<file path="src/rtl/dispatch_credit_ctrl.sv">
// -----------------------------------------------------------------------------
// dispatch_credit_ctrl
//
// Sits between Rename and the issue queues. It keeps one free-entry credit
// counter per issue queue and dispatches a renamed group only when every
// targeted queue has room for the whole group (all-or-nothing). After a
// branch mispredict it waits for the queues to finish flushing, then reloads
// the credits from the reported post-flush occupancy.
//
// Ports:
//   clk            clock
//   rst            synchronous reset, active-low (0 = reset)
//   IN_uopValid    per-slot valid from Rename
//   IN_uopIQ       per-slot target issue queue
//   IN_stall       downstream stall, blocks dispatch this cycle
//   IN_iqFree      per-queue entries freed this cycle (0..2)
//   IN_branchTaken mispredict pulse, starts recovery
//   IN_iqFlushDone queues finished flushing, IN_iqOcc is valid
//   IN_iqOcc       per-queue post-flush occupancy
//   OUT_dispValid  per-slot dispatch grant (combinational)
//   OUT_stall      group not accepted, Rename must hold (combinational)
//   OUT_credits    registered free-credit count per queue
//   OUT_err        sticky credit overflow/underflow flag
// -----------------------------------------------------------------------------
module dispatch_credit_ctrl #(
  parameter int WIDTH_ISSUE = 4,
  parameter int NUM_IQ      = 4,
  parameter int IQ_DEPTH    = 8,
  parameter int CNT_W       = 4,
  localparam int IQ_W       = (NUM_IQ > 1) ? $clog2(NUM_IQ) : 1
) (
  input  logic                   clk,
  input  logic                   rst,
  input  logic [WIDTH_ISSUE-1:0] IN_uopValid,
  input  logic [IQ_W-1:0]        IN_uopIQ [WIDTH_ISSUE],
  input  logic                   IN_stall,
  input  logic [1:0]             IN_iqFree [NUM_IQ],
  input  logic                   IN_branchTaken,
  input  logic                   IN_iqFlushDone,
  input  logic [CNT_W-1:0]       IN_iqOcc [NUM_IQ],
  output logic [WIDTH_ISSUE-1:0] OUT_dispValid,
  output logic                   OUT_stall,
  output logic [CNT_W-1:0]       OUT_credits [NUM_IQ],
  output logic                   OUT_err
);

  // Demand counter must hold WIDTH_ISSUE; arithmetic width covers
  // credits + free without wrapping so overflow can be detected.
  localparam int NEED_W = $clog2(WIDTH_ISSUE + 1);
  localparam int SUM_W  = ((CNT_W > NEED_W) ? CNT_W : NEED_W) + 2;

  typedef enum logic {
    RUN     = 1'b0,
    RECOVER = 1'b1
  } state_e;

  state_e           state_q, state_d;
  logic [CNT_W-1:0] credits_q [NUM_IQ];
  logic [CNT_W-1:0] credits_d [NUM_IQ];
  logic             err_q, err_d;

  logic [NEED_W-1:0] need [NUM_IQ];
  logic              fit;
  logic              any_valid;
  logic              dispatch;

  // Per-queue demand of the current group.
  always_comb begin
    for (int q = 0; q < NUM_IQ; q++) begin
      // NOTE: every always_comb output gets a default first so no path
      // leaves it unassigned, which would otherwise infer a latch.
      need[q] = '0;
      for (int i = 0; i < WIDTH_ISSUE; i++) begin
        if (IN_uopValid[i] && (IN_uopIQ[i] == IQ_W'(q))) begin
          need[q] = need[q] + NEED_W'(1);
        end
      end
    end
  end

  // Fit uses registered credits only; frees arriving this cycle count next cycle.
  always_comb begin
    fit = 1'b1;
    for (int q = 0; q < NUM_IQ; q++) begin
      if (SUM_W'(need[q]) > SUM_W'(credits_q[q])) begin
        fit = 1'b0;
      end
    end
  end

  assign any_valid     = |IN_uopValid;
  assign dispatch      = (state_q == RUN) && fit && !IN_stall && !IN_branchTaken;
  assign OUT_dispValid = {WIDTH_ISSUE{dispatch}} & IN_uopValid;
  assign OUT_stall     = (state_q == RECOVER) ? 1'b1
                                              : (IN_stall || (any_valid && !fit));

  // Next-state for state, credits and the sticky error flag.
  always_comb begin
    logic [SUM_W-1:0] sum;
    logic [SUM_W-1:0] sub;
    logic [SUM_W-1:0] res;
    sum     = '0;
    sub     = '0;
    res     = '0;
    state_d = state_q;
    err_d   = err_q;
    for (int q = 0; q < NUM_IQ; q++) begin
      credits_d[q] = credits_q[q];
    end

    unique case (state_q)
      RUN: begin
        for (int q = 0; q < NUM_IQ; q++) begin
          sum = SUM_W'(credits_q[q]) + SUM_W'(IN_iqFree[q]);
          sub = dispatch ? SUM_W'(need[q]) : '0;
          if (sub > sum) begin
            // Only reachable if fit is broken; flag it and floor at zero.
            err_d        = 1'b1;
            credits_d[q] = '0;
          end else begin
            res = sum - sub;
            if (res > SUM_W'(IQ_DEPTH)) begin
              err_d        = 1'b1;
              credits_d[q] = CNT_W'(IQ_DEPTH);
            end else begin
              credits_d[q] = res[CNT_W-1:0];
            end
          end
        end
        if (IN_branchTaken) begin
          state_d = RECOVER;
        end
      end

      RECOVER: begin
        // A new mispredict restarts the flush, so a coincident flush-done
        // refers to the old flush and is discarded.
        if (!IN_branchTaken && IN_iqFlushDone) begin
          // Occupancy already reflects this cycle's frees, so frees are unused here.
          for (int q = 0; q < NUM_IQ; q++) begin
            if (SUM_W'(IN_iqOcc[q]) > SUM_W'(IQ_DEPTH)) begin
              err_d        = 1'b1;
              credits_d[q] = '0;
            end else begin
              credits_d[q] = CNT_W'(IQ_DEPTH) - IN_iqOcc[q];
            end
          end
          state_d = RUN;
        end
      end

      default: state_d = RUN;
    endcase
  end

  always_ff @(posedge clk) begin
    // NOTE: sequential state uses non-blocking assignments so every register
    // samples the pre-edge values regardless of statement order.
    if (!rst) begin
      state_q <= RUN;
      err_q   <= 1'b0;
      for (int q = 0; q < NUM_IQ; q++) begin
        credits_q[q] <= CNT_W'(IQ_DEPTH);
      end
    end else begin
      state_q <= state_d;
      err_q   <= err_d;
      for (int q = 0; q < NUM_IQ; q++) begin
        credits_q[q] <= credits_d[q];
      end
    end
  end

  assign OUT_err = err_q;

  always_comb begin
    for (int q = 0; q < NUM_IQ; q++) begin
      OUT_credits[q] = credits_q[q];
    end
  end

endmodule

</file>
<file path="config.mk">
export PLATFORM = sky130hd
export DESIGN_NAME = dispatch_credit_ctrl
export DESIGN_NICKNAME = d
export VERILOG_FILES = /design/src/rtl/dispatch_credit_ctrl.sv
export SDC_FILE = /design/constraint.sdc
export NUM_CORES = 1
export LEC_CHECK = 0
export BUFFER_PORTS_ARGS = -buffer_cell sky130_fd_sc_hd__clkbuf_2
export CAP_MARGIN = 20
export CELL_PAD_IN_SITES_DETAIL_PLACEMENT = 1
export CELL_PAD_IN_SITES_GLOBAL_PLACEMENT = 2
export CORE_MARGIN = 5
export CORE_UTILIZATION = 32
export CTS_BUF_LIST = sky130_fd_sc_hd__clkbuf_16
export DETAILED_ROUTE_END_ITERATION = 8
export PLACE_DENSITY = 0.88
export SYNTH_ARGS = -nofsm -noshare
export SYNTH_HDL_FRONTEND = slang
export SYNTH_SLANG_ARGS = --single-unit
export TNS_END_PERCENT = 5
</file>
<file path="constraint.sdc">
create_clock -name clk -period 5.1 [get_ports clk]
set_input_delay 0.255 -clock clk [delete_from_list [all_inputs] [get_ports clk]]
set_output_delay 0.255 -clock clk [all_outputs]
set_load 0.02 [all_outputs]
</file>
==> Yosys cells after proc, flatten, opt, wreduce, memory -nomap -nowiden <==
Memory sizes are Yosys's and may differ from the RTL's.
Index checks and enable logic that the tools add are counted.
{ "classes": {"add_sub_neg": 24, "magnitude_cmp": 16, "eq_ne": 15, "muxes": 62, "bitwise": 6, "reduce_logical": 31} }
{ "op_table": {"columns": ["op", "count"], "rows": [
  ["4-bit 2-to-1 mux", 16],
  ["3-bit 2-to-1 mux", 16],
  ["3-bit by 1-bit adder with 3-bit output (second input constant)", 12],
  ["16-bit case mux with 2 select lines", 1],
  ["1-bit 2-to-1 mux", 26],
  ["6-bit by 4-bit > comparator with 1-bit output (second input constant)", 4],
  ["5-bit by 3-bit subtractor with 6-bit output", 4],
  ["1-bit logical AND", 21],
  ["4-bit by 2-bit adder with 5-bit output", 4],
  ["3-bit by 5-bit > comparator with 1-bit output", 4],
  ["2-bit == test (second input constant)", 8],
  ["3-bit by 4-bit > comparator with 1-bit output", 4],
  ["4-bit > comparator (second input constant)", 4],
  ["16-bit 2-to-1 mux", 1],
  ["4-bit subtractor (first input constant)", 4],
  ["9-bit by 1-bit inequality test with 1-bit output (second input constant)", 1],
  ["2-bit by 1-bit == test with 1-bit output (second input constant)", 4],
  ["2-bit logical NOT", 4],
  ["5-bit by 1-bit inequality test with 1-bit output (second input constant)", 1],
  ["4-bit AND", 1],
  ["1-bit bitwise OR", 4],
  ["1-bit case mux with 2 select lines", 2],
  ["4-bit OR reduction", 1],
  ["1-bit logical NOT", 3],
  ["4 further kinds", 4]
]} }
{ "totals": {"reg_bits": 2, "mem_bits_rw": 16, "input_bits": 41, "out_inout_bits": 22, "wordCells": 157, "mem_count": 1} }
{ "mem_list": {"columns": ["name", "words", "width", "read_ports", "rd_ports_with_merged_regs", "write_ports", "line", "rtl"], "rows": [
  ["credits_q", 4, 4, 4, 0, 4, "58", "logic [CNT_W-1:0] credits_q [NUM_IQ];"]
]} }

==> Longest topological paths before layout <==
Gate-level depths: netlist (run 1).
{ "depth": {"ltp_word": 29, "mapped_depth": 24, "ltp_nobuf": 23} }

==> Worst setup path before layout (run 1) <==
No wires, ideal clock.
{ "synth_path": {"kind": "in2reg", "from": "input IN_uopIQ[5] in the netlist's numbering", "to": "memory credits_q[2][2]", "t_arrival_ps": 4561, "required_ps": 5030, "setup_slack_ps": 469, "stages": 23, "path_buffers": 1, "path_cell_list": "or3b_2 -> inv_1 -> ha_1 -> xor2_1 -> ha_1 -> nand2_1 -> o21ai_0 -> ha_1 -> nor2b_1 -> o21a_1 -> o21ai_0 -> and4_1 -> and3b_1 -> clkbuf_1 -> and2_1 -> ha_1 -> fa_1 -> and4b_1 -> nor3_1 -> o21ai_1 -> o311ai_1 -> or3b_1 -> a21boi_1"} }
{ "synth_lines": {"columns": ["element", "line", "rtl"], "rows": [
  ["from (decl)", "35", "input logic [IQ_W-1:0] IN_uopIQ [WIDTH_ISSUE],"],
  ["to (decl)", "58", null]
]} }

==> results of run 1 <==
## power groups by stage
stage | registers, mW | clock network, mW | logic (mW)
6_report | 0.240 | 0.168 | 0.887
5_1_grt | 0.250 | 0.175 | 0.998
4_1_cts | 0.243 | 0.170 | 0.865
3_5_place_dp | 0.245 | 0 | 0.859
3_3_place_gp | 0.244 | 0 | 0.823
2_1_floorplan | 0.259 | 0 | 0.551
## sequential cells by signal, indices dropped and copies added, names as in the netlist
| signal | cells |
|---|---|
| OUT_err | 1 |
| state_q | 1 |
| credits_q | 16 |
## synthesized netlist by cell type, types with 4 or more instances
cell type | instances | area (um2)
a211o_1 | 4 | 35.0
a21boi_0 | 4 | 30.0
a21oi_1 | 20 | 100
a31oi_1 | 9 | 56.3
and2_1 | 12 | 75.1
and3_1 | 5 | 31.3
clkbuf_1 | 7 | 26.3
dfxtp_1 | 18 | 360
fa_1 | 8 | 160
ha_1 | 53 | 663
inv_1 | 40 | 150
nand2_1 | 37 | 139
nand2b_1 | 5 | 31.3
nand3_1 | 15 | 75.1
nand3b_1 | 7 | 52.6
nor2_1 | 25 | 93.8
nor2b_1 | 12 | 75.1
nor3_1 | 6 | 30.0
o211ai_1 | 5 | 37.5
o21a_1 | 5 | 37.5
o21ai_0 | 31 | 155
o31ai_1 | 5 | 37.5
xnor2_1 | 10 | 87.6
xor2_1 | 17 | 149
## area by class of cell
type                            instances  area (um2)
Clock inverter                          1        3.75
Timing Repair Buffer                   76         415
Fill cell                            1259        5910
Clock buffer                            3        75.1
Multi-Input combinational cell        356        2740
Tap cell                              133         166
Sequential cell                        18         360
Inverter                               41         154
## worst max-delay path, delay by kind of cell
kind,cells,cell delay (ps)
simple gates,9,1880
compound gates,6,690
xor+xnor,1,210
fa+ha+maj,5,1720
buf+inv,2,310
## per-layer routing
layer	vias to the layer above	track usage (%)
li1	1653	-
met1	1641	19.7
met2	55	31.1
met3	15	2.63
met4	0	2.46
met5	-	0
## kinds of logic (layout without fill, tap and decap cells)
logic type,Yosys count,count (layout)
compound gates,115,115
fa+ha+maj,61,61
xor+xnor,28,28
flops,18,18
simple gates,148,149
mux,3,3
buf+inv,52,121
## repair_timing
action / in CTS / in global routing
resized for setup: 1 / 16
pin swaps: 0 / 1
cloned: 0 / 1
endpoints found under the setup margin: 1 / 14
setup buffers: 0 / 2
## path summary, 6_finish.rpt
| kind | start | end | slack, ps |
|---|---|---|---|
| worst max-delay path | IN_uopValid[0] | credits_q[2][2] | 200 |
| worst min-delay path | IN_iqFlushDone | state_q | 300 |
| worst max register to register | credits_q[3][1] | OUT_err | 1280 |
| worst min register to register | credits_q[1][3] | credits_q[1][3] | 590 |
## stage by stage
stage / instance area, um2 / cells
after global routing: 3910 / 628
after detailed placement: 3750 / 621
after floorplan: 3240 / 425
after global placement: 3750 / 621
final: 3910 / 628
after CTS: 3830 / 625
==> out/metrics.yaml, run 1 <==
detailed_routing:
  wl_mm: 10.3
  vias: 3364
  dr_wl_met3_um: 346
  drtIter0Drc: 123
  postRouteAntennaNets: 0
  avgViaCountPerCell: 5.36
  avgRoutedWirePerCell_um: 16.4
  route.met2.wl_mm: 5.36
  firstDrtPassIters: 4
  met1Wirelength_mm: 4.48
  drc: 0
  highest_layer: "met4"
clocking:
  clock-sinks: 18
  insertion_delay_ps: 260
  clock_path_buffers: 2
  cts_root_buffer: "clkbuf_16"
  path_clk_slew_ps: 60
  numCtsBuffers: 3
  cts_tree: "done"
  htreeDepth: 1
  cts_hold_buffers: 0
sta:
  fin_ws_ps: 201
  fmax_mhz: 204
  slew_violations: 0
  finalSetupViolCount: 0
  worst_pin_slew_ps: 670
  post-route-period-util_pct: 96.1
  relSlewSlack_pct: 55.3
  fin_crit_ps: 4900
  finalHoldViolCount: 0
  clock_skew_ps: 3.67
  fin_tns_setup_ps: 0
  hold_slack_ps: 303
yosys:
  synth.avg_cell_area_um2: 7.62
  yosys_register_bits: 18
  synth_cells: 425
  synth-edff-count: 0
  synthFlopType: "dfxtp_1"
  synth_adder_area_share_pct: 25.4
  muxShareOfSynthArea_pct: 1.01
  synth_top_family_by_area: "adder cells"
  synth_cell_type_count: 70
  synth_xor_area_share_pct: 7.81
  synth_warnings: 0
  netlist_area_um2: 3240
  synthSimpleGateAreaFrac_pct: 24.7
  syn_nets: 527
  yosysSeqAreaShare_pct: 11.1
  synth-compound-area-share_pct: 23.4
  async_flop_share_pct: 0
setup_path:
  critical_path.max_fanout: 6
  worst_setup_path_start_kind: "input pin"
  reg2reg_depth: 16
  crit_path_cell_trace: "clkbuf_2, nor3b_1, ha_1, xor2_2, ha_1, nand2_1, o21ai_0, ha_1, nor2b_1, o21a_1, o21ai_0, and4_1, and3b_2, and2_1, ha_1, fa_1, and4b_1, nor3_1, o21ai_1, o311ai_1, buf_4, or3b_1, a21boi_1"
  critPathKind: "in -> reg"
  cp.required_ps: 5290
  endpoint_kind: "register"
  cpMostUsedCell: "ha_1"
  arrival_ps: 5090
  cp_slowest_stage_delay_ps: 510
  slowest_stage: "fa_1"
pwr:
  seqPwrFrac_pct: 18.5
  p_int_uw: 671
  switching_share_pct: 48.2
  p_clk_share_pct: 13.0
  power_mw: 1.30
  p_switching_uw: 624
  power.density_nw_per_um2: 331
  max-vdd-ir-drop_v: 0.000136
  p_comb_share_pct: 68.5
  power_leakage_nw: 1.84
die:
  die-area_um2: 12200
  dieHeight_um: 111
  die_w_um: 111
  ios: 63
  start_util_pct: 33.0
  rows: 36
  core_area_um2: 9820
global_routing:
  grt_max_degree: 27
  grt_overflow_total: 0
  grt_usage_pct: 16.4
  antenna_found_initial: 0
  grt_pass1_vias: 3553
  grt_pass1_wl_mm: 17.1
finish:
  most-common-layout-cells: "clkbuf_2, ha_1, inv_1"
  diodes: 0
  fin_util_pct: 39.8
  area_growth_syn_to_layout_pct: 20.8
  fin_nets: 598
  layout_commonest_cell: "clkbuf_2"
  drive_above_1_share_pct: 21.2
placement:
  dpl_worst_slack_ps: -273
  hpwl_mm: 8.64
  gp_congestion: 0.823
  io_buffers: 62
job:
  max_cap_viol_count: 0
status:
  status: "finished clean"
worst_hold_path:
  min_path_type: "in -> reg"
  min_path_cells: 3
Power figures use the tool's default switching activity.
==> run 2, diff against run 1 <==
--- a/config.mk
+++ b/config.mk
@@ -13,6 +13,7 @@
 export CORE_UTILIZATION = 32
 export CTS_BUF_LIST = sky130_fd_sc_hd__clkbuf_16
 export DETAILED_ROUTE_END_ITERATION = 8
+export GPL_TIMING_DRIVEN = 0
 export PLACE_DENSITY = 0.88
 export SYNTH_ARGS = -nofsm -noshare
 export SYNTH_HDL_FRONTEND = slang
==> run 2 against run 1 <==
  * Hold slack got worse by 19 ps
  * Via count decreased by 1.9%
  * Sequential cell count unchanged
  * Highest routed layer unchanged
  * Clock power decreased by 4%
  * Count of clock-buffer cells in the layout unchanged
  * Power decreased by 0.88%
  * Cell count decreased by 0.80%
  * Clock skew decreased by 1.5 ps
  * Routed wire length increased by 0.79%
  * Critical endpoint unchanged
==> out/metrics.yaml, run 2 (synthesis gave the netlist of run 1 again) <==
setup_path:
  endpoint_kind: "register"
  rr_startpoint: "credits_q[2][2]"
  slowest_stage: "fa_1"
  reg2reg_depth: 16
  cp.required_ps: 5290
  critical_path.max_fanout: 10
  regToRegEndpoint: "credits_q[2][2]"
  cp_slowest_stage_delay_ps: 530
  worst_setup_path_start_kind: "input pin"
  critPathKind: "in -> reg"
  regToRegSetupSlack_ps: 1270
  cpMostUsedCell: "ha_1"
  arrival_ps: 5030
  crit_path_cell_trace: "clkbuf_2, nand2_1, or2_2, inv_1, ha_1, xnor2_2, ha_1, mux2_2, ha_1, nor2b_1, o21a_1, o21ai_1, and4_1, and3b_1, buf_6, and2_1, ha_1, fa_1, and4b_1, nor3_1, o21ai_1, o311ai_4, or3b_1, a21boi_1"
global_routing:
  grt_max_degree: 11
  grt_usage_pct: 16.7
  grt_pass1_vias: 3563
  grt_pass1_wl_mm: 17.3
  antenna_found_initial: 0
  grt_overflow_total: 0
die:
  start_util_pct: 33.0
  rows: 36
  die-area_um2: 12200
  die_w_um: 111
  dieHeight_um: 111
  ios: 63
  core_area_um2: 9820
detailed_routing:
  vias: 3299
  wl_mm: 10.4
  postRouteAntennaNets: 0
  drc: 0
  firstDrtPassIters: 4
  drtIter0Drc: 128
  avgRoutedWirePerCell_um: 16.7
  avgViaCountPerCell: 5.30
clocking:
  cts_tree: "done"
  clock_path_buffers: 2
  insertion_delay_ps: 250
  clock-sinks: 18
  cts_root_buffer: "clkbuf_16"
  path_clk_slew_ps: 60
  numCtsBuffers: 3
  htreeDepth: 1
pwr:
  p_comb_share_pct: 68.7
  seqPwrFrac_pct: 18.8
  power.density_nw_per_um2: 331
  p_switching_uw: 629
  p_clk_share_pct: 12.6
  max-vdd-ir-drop_v: 0.000120
  power_leakage_nw: 1.81
  p_int_uw: 655
  switching_share_pct: 49.0
placement:
  dpl_worst_slack_ps: -534
  gp_congestion: 0.792
  hpwl_mm: 8.77
  io_buffers: 61
finish:
  largest_reg_flops: 16
  layout_commonest_cell: "clkbuf_2"
  regMostFlops: "credits_q"
  area_growth_syn_to_layout_pct: 19.9
  fin_nets: 594
  fin_util_pct: 39.5
  most-common-layout-cells: "clkbuf_2, ha_1, inv_1"
  diodes: 0
  drive_above_1_share_pct: 19.6
sta:
  post-route-period-util_pct: 95.0
  fmax_mhz: 206
  fin_crit_ps: 4840
  finalHoldViolCount: 0
  finalSetupViolCount: 0
  clock_skew_ps: 2.17
  slew_violations: 0
  worst_pin_slew_ps: 599
  relSlewSlack_pct: 60.0
  fin_ws_ps: 257
  fin_tns_setup_ps: 0
status:
  status: "finished clean"
worst_hold_path:
  min-delay-start: "IN_branchTaken"
  whs_endpoint: "state_q"
  min_path_type: "in -> reg"
  min_path_cells: 2
job:
  max_cap_viol_count: 0
==> run 2: per-layer routing <==
metal  track usage [%]  vias to the layer above  share of wire [%]
li1                  -                     1642                  -
met1              20.4                     1607                 44
met2              32.0                       44                 52
met3              1.26                        6                2.9
met4              2.96                        0               0.85
met5                 0                        -                  0
==> run 2: metrics by stage <==
step           instances  hold WS (ps)  power (mW)  area (um2)
3_5_place_dp         619           553        1.07        3710
4_1_cts              622           298        1.23        3800
3_3_place_gp         619           550        1.02        3710
5_1_grt              623           305        1.39        3880
6_report             623           284        1.28        3880
2_1_floorplan        425           379       0.810        3240
==> run 2: power groups by stage <==
stage                     Combinational (mW)  Sequential [mW]  Clock, mW
after floorplan                        0.551            0.259          0
after global placement                 0.781            0.242          0
after detailed placement               0.819            0.247          0
after CTS                              0.828            0.244      0.160
after global routing                   0.976            0.251      0.165
final                                  0.882            0.241      0.161
==> run 2: worst max-delay path by stage <==
stage / slack, ps / startpoint / end / cells after the start
CTS: 20 / IN_uopValid[1] / OUT_err / 24
global route: -30 / IN_uopValid[0] / credits_q[2][2] / 24
detailed placement: -530 / IN_uopValid[1] / OUT_err / 24
floorplan: 470 / IN_uopIQ[5] / credits_q[2][2] / 23
global placement: -390 / IN_uopValid[1] / OUT_err / 24
finish: 260 / IN_uopValid[1] / credits_q[2][2] / 24
==> run 2: repair_timing <==
action / in CTS / in global routing
gates resized for setup: 6 / 21
buffers inserted: 0 / 1
setup endpoints to repair: 10 / 15
pin swaps: 2 / 7
hold buffers: 0 / 0
==> run 2: cell type report <==
| class | count | area (um2) |
|---|---|---|
| multi-input combinational | 355 | 2750 |
| inverter | 41 | 154 |
| timing repair buffer | 62 | 313 |
| clock buffer | 3 | 75.1 |
| fill | 1252 | 5940 |
| tap | 133 | 166 |
| buffer | 11 | 66.3 |
| sequential | 18 | 360 |
==> run 2: worst max-delay path, delay by kind of cell <==
kind / cells / cell delay, ps
AO/OA/AOI/OAI: 5 / 720
XOR/XNOR: 1 / 190
adder cells (fa/ha/maj): 5 / 1550
buffers and inverters: 3 / 370
multiplexers: 1 / 300
AND/OR/NAND/NOR: 9 / 1660
